## src/rtl/text_overlay_gen.sv

```systemverilog
// rtl/text_overlay_gen.sv - "ISA" text overlay: pixel to font ROM address, glyph bit select, colour cycling
// Define TEXT_BLINK_EN to add frame-driven text blinking.
module text_overlay_gen #(
  parameter logic [9:0]  TEXT_X0      = 10'd256,
  parameter logic [9:0]  TEXT_Y0      = 10'd224,
  parameter logic [7:0]  COLOR_FRAMES = 8'd60,
  parameter logic [7:0]  BLINK_FRAMES = 8'd30,
  parameter logic [11:0] BG_COLOR     = 12'h000
) (
  input  logic        clk,
  input  logic        reset,
  input  logic [9:0]  pixel_x,
  input  logic [9:0]  pixel_y,
  input  logic        video_on,
  input  logic        pixel_tick,
  output logic [5:0]  rom_addr,
  input  logic [7:0]  rom_data,
  output logic        text_on,
  output logic [11:0] rgb
);

  typedef enum logic [1:0] {RED, GREEN, BLUE} color_t;

  color_t      state, state_next;
  logic [7:0]  frame_cnt;
  logic [11:0] fg;
  logic [9:0]  dx, dy;
  logic [1:0]  char_code;
  logic        in_region;
  logic [2:0]  col_d1;
  logic        in_region_d1, video_on_d1;
  logic        frame_pulse, color_wrap, show;
  logic        glyph_bit, text_on_next;
  logic [11:0] rgb_next;

  assign dx        = pixel_x - TEXT_X0;
  assign dy        = pixel_y - TEXT_Y0;
  assign in_region = (pixel_x >= TEXT_X0) && (dx < 10'd24) &&
                     (pixel_y >= TEXT_Y0) && (dy < 10'd16);
  // Glyph 0 is blank, so the string's three cells map to codes 1..3.
  assign char_code = dx[4:3] + 2'd1;
  assign rom_addr  = in_region ? {char_code, dy[3:0]} : 6'h00;

  assign frame_pulse = pixel_tick && (pixel_x == 10'd0) && (pixel_y == 10'd0);
  assign color_wrap  = frame_pulse && (frame_cnt == COLOR_FRAMES - 8'd1);

  always_ff @(posedge clk) begin
    if (reset) begin
      col_d1       <= 3'd0;
      in_region_d1 <= 1'b0;
      video_on_d1  <= 1'b0;
    end else begin
      col_d1       <= dx[2:0];
      in_region_d1 <= in_region;
      video_on_d1  <= video_on;
    end
  end

  // Stage-1 context lines up with the ROM's one-clock registered read.
  assign glyph_bit    = rom_data[3'd7 - col_d1];
  assign text_on_next = video_on_d1 && in_region_d1 && glyph_bit && show;
  assign rgb_next     = !video_on_d1 ? 12'h000 : (text_on_next ? fg : BG_COLOR);

  always_ff @(posedge clk) begin
    if (reset) begin
      text_on <= 1'b0;
      rgb     <= 12'h000;
    end else begin
      text_on <= text_on_next;
      rgb     <= rgb_next;
    end
  end

  always_ff @(posedge clk) begin
    if (reset) begin
      frame_cnt <= 8'd0;
      state     <= RED;
    end else begin
      state <= state_next;
      if (frame_pulse)
        frame_cnt <= color_wrap ? 8'd0 : frame_cnt + 8'd1;
    end
  end

  always_comb begin
    state_next = state;
    fg         = 12'hF00;
    case (state)
      RED: begin
        fg = 12'hF00;
        if (color_wrap) state_next = GREEN;
      end
      GREEN: begin
        fg = 12'h0F0;
        if (color_wrap) state_next = BLUE;
      end
      BLUE: begin
        fg = 12'h00F;
        if (color_wrap) state_next = RED;
      end
      default: state_next = RED;
    endcase
  end

`ifdef TEXT_BLINK_EN
  logic [7:0] blink_cnt;

  always_ff @(posedge clk) begin
    if (reset) begin
      blink_cnt <= 8'd0;
      show      <= 1'b1;
    end else if (frame_pulse) begin
      if (blink_cnt == BLINK_FRAMES - 8'd1) begin
        blink_cnt <= 8'd0;
        show      <= ~show;
      end else begin
        blink_cnt <= blink_cnt + 8'd1;
      end
    end
  end
`else
  logic blink_frames_unused;

  assign blink_frames_unused = ^BLINK_FRAMES;
  assign show = 1'b1;
`endif

endmodule

```

## config.mk

```make
export PLATFORM = sky130hd
export DESIGN_NAME = text_overlay_gen
export DESIGN_NICKNAME = d
export VERILOG_FILES = /design/src/rtl/text_overlay_gen.sv
export SDC_FILE = /design/constraint.sdc
export NUM_CORES = 1
export LEC_CHECK = 0
export CAP_MARGIN = 10
export CORE_MARGIN = 2
export CORE_UTILIZATION = 42
export DETAILED_ROUTE_END_ITERATION = 12
export GPL_TIMING_DRIVEN = 0
export PLACE_DENSITY = 0.79
export SYNTH_ARGS = -nofsm -noshare
export SYNTH_HDL_FRONTEND = slang
export SYNTH_SLANG_ARGS = --single-unit
export TNS_END_PERCENT = 100
```

## constraint.sdc

```tcl
create_clock -name clk -period 2.4 [get_ports clk]
set_clock_uncertainty 0.1 [all_clocks]
set_input_delay 0.36 -clock clk [delete_from_list [all_inputs] [get_ports clk]]
set_output_delay 0.36 -clock clk [all_outputs]
set_load 0.05 [all_outputs]
```

==> metrics.csv <==
metric;value;unit
status;finished clean;
place_congestion;0.821;
rows;19;
worstMarginPinSlew;0.527;ns
p_sw;145;uW
grt_max_degree;12;
peakVddDrop;267;uV
antenna_found_initial;0;
coreArea;2760;um2
synthTopCellsByArea;dfxtp_1 (31%), ha_1 (7.2%), buf_4 (6.2%);
cts_tree;done;
dp_hpwl;2250;um
cap_violations;0;
ys_warn_count;0;
area_growth;49.7;%
synth_most_common_cell;dfxtp_1;
worstPathMaxFanout;7;
hp-class;in2reg;
p_clk_frac;0.285;
setup_viol;0;
antenna_cells;0;
r2r_cells;6;
startpoint_type;input pin;
layout-drive-gt1-share;0.236;
pin_count;51;
r2r_end;state[0];
cts_root_buffer;clkbuf_4;
sw_frac_of_total;0.246;
vias_per_cell;5.25;
nNetsFinal;222;
utilization;0.657;
min_period_over_period;0.976;
finalWirelength;2860;um
port_buffers;49;
worstHoldPathCells;2;
clk_path_buf_depth;2;
grt_first_pass_wirelength;4840;um
synth_enable_flop_cells;0;
synth_cell_type_count;39;
cp_data_required_time;1.94;ns
vias;1118;
fin_ws;0.0580;ns
h-tree-depth;1;
final-hold-violation-count;0;
syn_avg_cell_area;9.60;um2
ys.flop_type;dfxtp_1;
placed_area;1740;um2
slew_violations;0;
syn_inst;126;
clk_pin_slew_worst_paths;0.11;ns
post-route-drc-count;0;
p_int;443;uW
die_x;57.7;um
fin_crit;2.34;ns
die_h;57.7;um
hold_end;text_on;
netlist.area_leader.share;0.314;
drtIter0Drc;21;
die_area;3330;um2
worstHoldStart;reset;
pre_cts_slack;-0.833;ns
fmax;0.427;GHz
drtAntennaViolNets;0;
rr_startpoint;frame_cnt[0];
r2r_setup_slack;0.32;ns
yosysTopAreaCell;dfxtp_1;
syn_nets;165;
worst_hold_slack;0.218;ns
grt_pass1_vias;1156;
synth_seq_cells;19;
critPathKind;in2out;
async_reset_ff_frac;0;
power.density;324;nW/um2
fin_area;1810;um2
clk_latency;0.30;ns
start_util;0.439;
overflow;0;
cts_buffers;3;
track_usage;0.190;
wl_per_cell;13.4;um
relSlewSlack;0.647;
endpoint_kind;output pin;
power_leakage;0.735;nW
clock_sinks;19;
p_comb_frac;0.169;
seqPwrFrac;0.547;
yosysSeqAreaShare;0.314;
syn_area;1210;um2
synth_common_cells;dfxtp_1 (19), buf_4 (10), nand2_1 (10), and2_1 (9), nor3_1 (8);
arrival;1.88;ns
firstDrtPassIters;4;
[how the worst max path moves through the flow]
stage,start,to,slack [ns],cells after the start
final,pixel_y[4],rom_addr[5],0.06,7
after global routing,pixel_y[4],rom_addr[1],-0.02,7
after CTS,pixel_y[8],rom_addr[3],0.002,6
after detailed placement,pixel_y[5],rom_addr[1],-0.83,7
after global placement,pixel_x[6],rom_addr[1],-0.83,6
after floorplan,pixel_x[6],rom_addr[0],0.31,4
[power groups by stage]
stage,clock network (mW),registers [mW],logic (mW)
final,0.167,0.321,0.0990
after global routing,0.191,0.322,0.107
after CTS,0.174,0.321,0.0992
after detailed placement,0,0.328,0.0982
after global placement,0,0.328,0.0939
after floorplan,0,0.328,0.0323
[metal layers]
metal / routed length, um / GRT usage
met1: 1070 / 0.213
met2: 1570 / 0.347
met3: 161 / 0.0268
met4: 62 / 0.0963
met5: 0 / 0
[repair_timing]
action / CTS / global route
hold buffers: 0 / 0
buffers inserted: 1 / 2
endpoints found under the setup margin: 6 / 6
gates resized for setup: 47 / 3
pin swaps: 4 / 3
[sequential cells by signal, indices dropped and copies added, names as in the netlist]
register,flops
state,2
rgb,3
text_on,1
video_on_d1,1
frame_cnt,8
col_d1,3
in_region_d1,1
[area by class of cell]
class	instances	area [um2]
tap	31	38.8
fill	236	946
clock buffer	3	22.5
buffer	11	88.8
sequential	19	380
clock inverter	1	5.00
inverter	6	22.5
timing repair buffer	52	519
multi-input combinational	90	734
[stage by stage]
| stage | power, mW | cells | setup TNS [ns] |
|---|---|---|---|
| after floorplan | 0.360 | 126 | 0 |
| after global placement | 0.422 | 206 | -4.93 |
| after detailed placement | 0.426 | 206 | -4.94 |
| after CTS | 0.594 | 211 | 0 |
| after global routing | 0.619 | 213 | -0.0804 |
| final | 0.587 | 213 | 0 |
[placed cells by master, fill, tap and decap left out, types with 6 or more instances in the layout]
| cell type | n |
|---|---|
| clkdlybuf4s50_1 | 39 |
| dfxtp_1 | 19 |
| buf_4 | 13 |
| nand2_1 | 10 |
| nor3_1 | 8 |
| and2_1 | 7 |
| inv_1 | 6 |
| nor2_1 | 6 |
| ha_1 | 6 |
| buf_6 | 6 |
[critical path, stage by stage]
cell and delay [ns]:
clkdlybuf4s50_1 0.44, nor4_4 0.23, nand2_2 0.11, nor4_4 0.25
buf_4 0.18, and2_1 0.14, buf_6 0.16
[cell families after synthesis]
| group | after synthesis | synth area share |
|---|---|---|
| simple gates | 62 | 0.359 |
| flops | 19 | 0.314 |
| buf+inv | 17 | 0.0920 |
| compound gates | 14 | 0.0827 |
| fa+ha+maj | 7 | 0.0724 |
| mux | 6 | 0.0724 |
| xor+xnor | 1 | 0.00724 |
Power figures use the tool's default switching activity.
